$ cat src/rtl/fft_pkg.sv
// rtl/fft_pkg.sv - shared state type, default size and bit-reversal helper for the FFT sequencer
package fft_pkg;

  localparam int N_LOG2_DEFAULT = 3;
  localparam int MAX_LOG2       = 6;

  typedef enum logic [2:0] {
    IDLE,
    LOAD,
    ISSUE,
    WAIT,
    UNLOAD
  } state_e;

  // Reverse the low nbits bits of v; higher result bits are returned as zero.
  function automatic logic [MAX_LOG2-1:0] bitrev(input logic [MAX_LOG2-1:0] v, input int nbits);
    logic [MAX_LOG2-1:0] r;
    r = '0;
    for (int i = 0; i < MAX_LOG2; i++) begin
      if (i < nbits) r[nbits-1-i] = v[i];
    end
    return r;
  endfunction

endpackage

$ cat src/rtl/fft_addr_gen.sv
// rtl/fft_addr_gen.sv - combinational operand-address and twiddle-index generator for one butterfly
module fft_addr_gen #(
  parameter int N_LOG2 = 3,
  parameter int AW     = N_LOG2
) (
  input  logic [AW-1:0] stage_i,
  input  logic [AW-2:0] b_i,
  output logic [AW-1:0] addr_a_o,
  output logic [AW-1:0] addr_b_o,
  output logic [AW-2:0] tw_idx_o
);

  logic [AW-1:0] b_ext;
  logic [AW-1:0] half;
  logic [AW-1:0] pos;
  logic [AW-1:0] grp;
  logic [AW-1:0] a;
  logic [AW-1:0] tw_sh;

  // Split butterfly index into group and in-group position, then place the pair and its twiddle.
  always_comb begin
    b_ext    = {1'b0, b_i};
    half     = AW'(1) << stage_i;
    pos      = b_ext & (half - AW'(1));
    grp      = b_ext >> stage_i;
    a        = ((grp << stage_i) << 1) | pos;
    tw_sh    = AW'(N_LOG2 - 1) - stage_i;
    addr_a_o = a;
    addr_b_o = a + half;
    tw_idx_o = (AW-1)'(pos << tw_sh);
  end

endmodule

$ cat src/rtl/fft_seq_ctrl.sv
// rtl/fft_seq_ctrl.sv - load/compute/unload sequencer for the shared-butterfly FFT (option: FFT_SEQ_CTRL_INVERSE_EN)
module fft_seq_ctrl
  import fft_pkg::*;
#(
  parameter int N_LOG2 = N_LOG2_DEFAULT,
  parameter int AW     = N_LOG2
) (
  input  logic          clk,
  input  logic          rst_n,
  input  logic          ena,
  input  logic          start,
`ifdef FFT_SEQ_CTRL_INVERSE_EN
  input  logic          inverse,
  output logic          bf_conj,
`endif
  input  logic          in_valid,
  output logic          in_ready,
  output logic          ld_we,
  output logic [AW-1:0] ld_addr,
  output logic          bf_start,
  output logic [AW-1:0] bf_addr_a,
  output logic [AW-1:0] bf_addr_b,
  output logic [AW-2:0] bf_tw_idx,
  input  logic          bf_done,
  output logic          out_valid,
  input  logic          out_ready,
  output logic [AW-1:0] out_addr,
  output logic          busy,
  output logic [AW-1:0] stage,
  output logic          done
);

  localparam logic [AW-1:0] LAST_IDX   = AW'((1 << N_LOG2) - 1);
  localparam logic [AW-2:0] LAST_B     = (AW-1)'((1 << (N_LOG2 - 1)) - 1);
  localparam logic [AW-1:0] LAST_STAGE = AW'(N_LOG2 - 1);

  state_e        state_q, state_d;
  logic [AW-1:0] cnt_q, cnt_d;      // sample index while loading, result index while unloading
  logic [AW-1:0] stage_q, stage_d;
  logic [AW-2:0] b_q, b_d;          // butterfly index within the current stage

  logic [AW-1:0] gen_a;
  logic [AW-1:0] gen_b;
  logic [AW-2:0] gen_tw;

  fft_addr_gen #(
    .N_LOG2 (N_LOG2),
    .AW     (AW)
  ) u_addr_gen (
    .stage_i  (stage_q),
    .b_i      (b_q),
    .addr_a_o (gen_a),
    .addr_b_o (gen_b),
    .tw_idx_o (gen_tw)
  );

  // Phase and counter registers; ena low freezes all of them.
  always_ff @(posedge clk or negedge rst_n) begin
    if (!rst_n) begin
      state_q <= IDLE;
      cnt_q   <= '0;
      stage_q <= '0;
      b_q     <= '0;
    end else if (ena) begin
      state_q <= state_d;
      cnt_q   <= cnt_d;
      stage_q <= stage_d;
      b_q     <= b_d;
    end
  end

`ifdef FFT_SEQ_CTRL_INVERSE_EN
  logic inv_q;

  // Direction is captured only from a start pulse that actually launches a transform.
  always_ff @(posedge clk or negedge rst_n) begin
    if (!rst_n) begin
      inv_q <= 1'b0;
    end else if (ena && state_q == IDLE && start) begin
      inv_q <= inverse;
    end
  end

  assign bf_conj = inv_q & ((state_q == ISSUE) | (state_q == WAIT));
`endif

  // Next-state and outputs; handshake strobes are masked by ena so nothing is accepted while frozen.
  always_comb begin
    state_d   = state_q;
    cnt_d     = cnt_q;
    stage_d   = stage_q;
    b_d       = b_q;
    in_ready  = 1'b0;
    ld_we     = 1'b0;
    ld_addr   = '0;
    bf_start  = 1'b0;
    bf_addr_a = '0;
    bf_addr_b = '0;
    bf_tw_idx = '0;
    out_valid = 1'b0;
    out_addr  = '0;
    done      = 1'b0;
    busy      = (state_q != IDLE);
    stage     = stage_q;

    unique case (state_q)
      IDLE: begin
        if (start) begin
          state_d = LOAD;
          cnt_d   = '0;
        end
      end

      LOAD: begin
        in_ready = ena;
        ld_we    = in_valid & ena;
        ld_addr  = AW'(bitrev(MAX_LOG2'(cnt_q), N_LOG2));
        if (in_valid) begin
          if (cnt_q == LAST_IDX) begin
            cnt_d   = '0;
            stage_d = '0;
            b_d     = '0;
            state_d = ISSUE;
          end else begin
            cnt_d = cnt_q + AW'(1);
          end
        end
      end

      ISSUE: begin
        bf_start  = ena;
        bf_addr_a = gen_a;
        bf_addr_b = gen_b;
        bf_tw_idx = gen_tw;
        state_d   = WAIT;
      end

      WAIT: begin
        bf_addr_a = gen_a;
        bf_addr_b = gen_b;
        bf_tw_idx = gen_tw;
        if (bf_done) begin
          if (b_q == LAST_B) begin
            b_d = '0;
            if (stage_q == LAST_STAGE) begin
              stage_d = '0;
              cnt_d   = '0;
              state_d = UNLOAD;
            end else begin
              stage_d = stage_q + AW'(1);
              state_d = ISSUE;
            end
          end else begin
            b_d     = b_q + (AW-1)'(1);
            state_d = ISSUE;
          end
        end
      end

      UNLOAD: begin
        out_valid = ena;
        out_addr  = cnt_q;
        if (out_ready) begin
          if (cnt_q == LAST_IDX) begin
            done    = ena;
            cnt_d   = '0;
            state_d = IDLE;
          end else begin
            cnt_d = cnt_q + AW'(1);
          end
        end
      end

      default: begin
        state_d = IDLE;
      end
    endcase
  end

endmodule
$ cat config.mk
export PLATFORM = sky130hd
export DESIGN_NAME = fft_seq_ctrl
export DESIGN_NICKNAME = d
export VERILOG_FILES = /design/src/rtl/fft_pkg.sv /design/src/rtl/fft_addr_gen.sv /design/src/rtl/fft_seq_ctrl.sv
export SDC_FILE = /design/constraint.sdc
export NUM_CORES = 1
export LEC_CHECK = 0
export BUFFER_PORTS_ARGS = -buffer_cell sky130_fd_sc_hd__buf_2
export CAP_MARGIN = 20
export CORE_MARGIN = 8
export CORE_UTILIZATION = 55
export DETAILED_ROUTE_END_ITERATION = 12
export PLACE_DENSITY = 0.92
export SYNTH_ARGS = -nofsm -noshare
export SYNTH_HDL_FRONTEND = slang
export SYNTH_HIERARCHICAL = 1
export SYNTH_SLANG_ARGS = --single-unit
$ cat constraint.sdc
create_clock -name clk -period 3.75 [get_ports clk]
set_input_delay 0.375 -clock clk [delete_from_list [all_inputs] [get_ports clk]]
set_output_delay 0.375 -clock clk [all_outputs]
set_load 0.01 [all_outputs]
==> impl_metrics.ini <==
[synth]
synth_area_um2 = 1141
syn_inst = 117
synth_edf_count = 0
yosysSeqAreaShare_pct = 24.12
synth_area_leaders = dfrtp_1 24%, ha_1 7.7%, and2_1 5.5%
synth_area_per_cell_um2 = 9.753
synth_xor_area_share_pct = 3.728
synth_top_family_by_area = simple AND/OR/NAND/NOR gates
synth_top_area_share_pct = 24.12
synth_top_cell_by_area = dfrtp_1
synthFlopType = dfrtp_1
ys_ff_latch = 11
async_flop_share_pct = 100.0
synthSimpleGateAreaFrac_pct = 30.70
synth.mux.area_fraction_pct = 8.991
synthAdderAreaFrac_pct = 9.430
synth.distinct_cells = 50
synth_compound_area_share_pct = 17.32
syn-num-nets = 132
yosysWarningCount = 6

[detailed_routing]
drc_errors = 0
wl_per_cell_um = 15.37
vias_per_cell = 5.592
drtIter0Drc = 25
finalWirelength_um = 2675
dr.pass1.iters = 4
postRouteAntennaNets = 0
vias = 973

[worst_setup_path]
path_buf_inv = 2
cp.depth = 10
worstPathRequired_ps = 3380
cpMostUsedCell = xnor2_1
endpoint = bf_addr_b[2]
startpoint = stage[0]$_DFFE_PN0P_
crit_chain = inv_1 > ha_1 > xnor2_1 > o21ai_2 > o41a_2 > fa_1 > xnor2_2 > xnor2_1 > and2_1 > buf_2
cpMaxStageDelayCell = dfrtp_1
cp-start-kind = flop
ff2ff_path_depth = 4
r2r_slack_ps = 1740
critPathKind = reg2out
regToRegEndpoint = state_q[2]$_DFFE_PN0P_
crit_family = adder cells
cp.arrival_ps = 2820
worstPathMaxFanout = 14
r2r-start = state_q[2]$_DFFE_PN0P_
cp-end-kind = output port
max_stage_delay_ps = 610

[grt]
grt_pass1_vias = 995
grtUsageTotal_pct = 15.32
antenna_found_initial = 0
grt_max_degree = 19
grt_overflow_total = 0
grt_pass1_wl_um = 4416

[clock_network]
cts.sinks = 11
cts_hold_buf = 1
cts_resized = 0
ctsHtreeMaxLevel = 1
cts_buffers = 3
clk_path_buf_depth = 2
tritoncts = yes
clockRootBuffer = clkbuf_4
worstSkewPairLatency_ps = 280
cts_setup_buffers = 0
clk_pin_slew_ps = 80

[sta]
worst_clock_skew_ps = 12.23
setup_viol = 0
max_slew.worst_pin.slew_ps = 613.6
fin_setup_tns_ps = 0
max_slew_margin_pct = 59.00
drv_slew = 0
period_share_pct = 85.16
hold_violations = 0
rsz0062_at_grt = false
max_freq_mhz = 313.1
period_minus_slack_ps = 3193

[final_layout]
nets = 163
layout.cells.most_common_list = 29 x buf_2, 11 x dfrtp_1, 10 x and2_1
syn2layout_area_growth_pct = 16.45
drive_gt1_share_pct = 35.37
final_core_util_pct = 67.73
num_antenna_cells = 0
mostFrequentLayoutCell = buf_2
instances_no_fill = 174
final_cell_area_um2 = 1329

[power]
p_per_area_nw_per_um2 = 466.5
peakVddDrop_mv = 0.3387
leakage_nw = 0.6888

[job]
maxCapViolations = 0

[die]
ios = 30
initial_core_util_pct = 58.16
die_w_um = 61.55
die_y_um = 61.55
fp.coreArea_um2 = 1962
die_area_um2 = 3788
placementRows = 16

[placed_design]
placed_area_um2 = 1292
port_buffers = 29
dp_hpwl_um = 2086
placed_cells = 169
routabilityCongestion = 0.8519

[outcome]
status = complete, no violations

[worst_hold_path]
hold_path_class = in2async
kinds of logic (layout without fill, tap and decap cells):
logic type,Yosys count,after routing
AO/OA/AOI/OAI,23,23
XOR/XNOR,4,4
multiplexers,8,8
flip-flops,11,11
AND/OR/NAND/NOR,49,49
other,1,1
buffers and inverters,13,43
adder cells (fa/ha/maj),8,8
worst min path at each step:
stage | startpoint | end
after floorplan | rst_n | b_q[0]$_DFFE_PN0P_
after global placement | rst_n | state_q[0]$_DFFE_PN0P_
after detailed placement | rst_n | state_q[0]$_DFFE_PN0P_
after CTS | rst_n | state_q[0]$_DFFE_PN0P_
after global routing | rst_n | state_q[2]$_DFFE_PN0P_
final | rst_n | state_q[0]$_DFFE_PN0P_
layer usage:
layer | global-route usage [%] | wire [um] | vias to the layer above | share of wire (%)
met1 | 18.00 | 1138 | 467 | 43
met2 | 26.00 | 1326 | 25 | 50
li1 | - | - | 476 | -
met4 | 5.844 | 38 | 0 | 1.4
met3 | 3.758 | 172 | 5 | 6.4
met5 | 0 | 0 | - | 0
cell type report:
type | instances | area (um^2)
inverters | 9 | 33.78
multi-input cells | 93 | 804.5
fillers | 177 | 633.1
flip-flops and latches | 11 | 275.3
clock buffers | 4 | 26.28
repair buffers | 30 | 155.1
well taps | 27 | 33.78
cells in the mapped netlist, types with 2 or more instances:
cell and n:
dfrtp_1 11, and2_1 10, inv_1 9, and3_1 7
ha_1 7, mux2_4 4, nand2_1 4, o21ai_1 4
a21oi_1 3, nor2_1 3, nor3_1 3, nor3b_1 3
nor3b_2 3, xnor2_1 3, a22o_1 2, a31oi_1 2
mux2_1 2, mux2i_1 2, nand2b_1 2, nand2b_4 2
o21ai_2 2
registers in the layout, summed over array words and instances (netlist names):
signal	count
stage	3
b_q	2
state_q	3
cnt_q	3
power by group:
group	switching [mW]	internal [mW]	total, mW
Clock	0.0427	0.0413	0.0841
Sequential	0.0627	0.150	0.212
Combinational	0.165	0.159	0.323
per-stage QoR:
| step | setup WS (ps) | power, mW | hold WS [ps] |
|---|---|---|---|
| after floorplan | 1087 | 0.4484 | 79.41 |
| after global placement | 985.9 | 0.5153 | 256.7 |
| after detailed placement | 859.1 | 0.5355 | 259.8 |
| after CTS | 547.2 | 0.6231 | 494.4 |
| after global routing | 428.8 | 0.6687 | 520.8 |
| final | 556.6 | 0.6198 | 490.5 |
(Power assumes the default switching activity.)
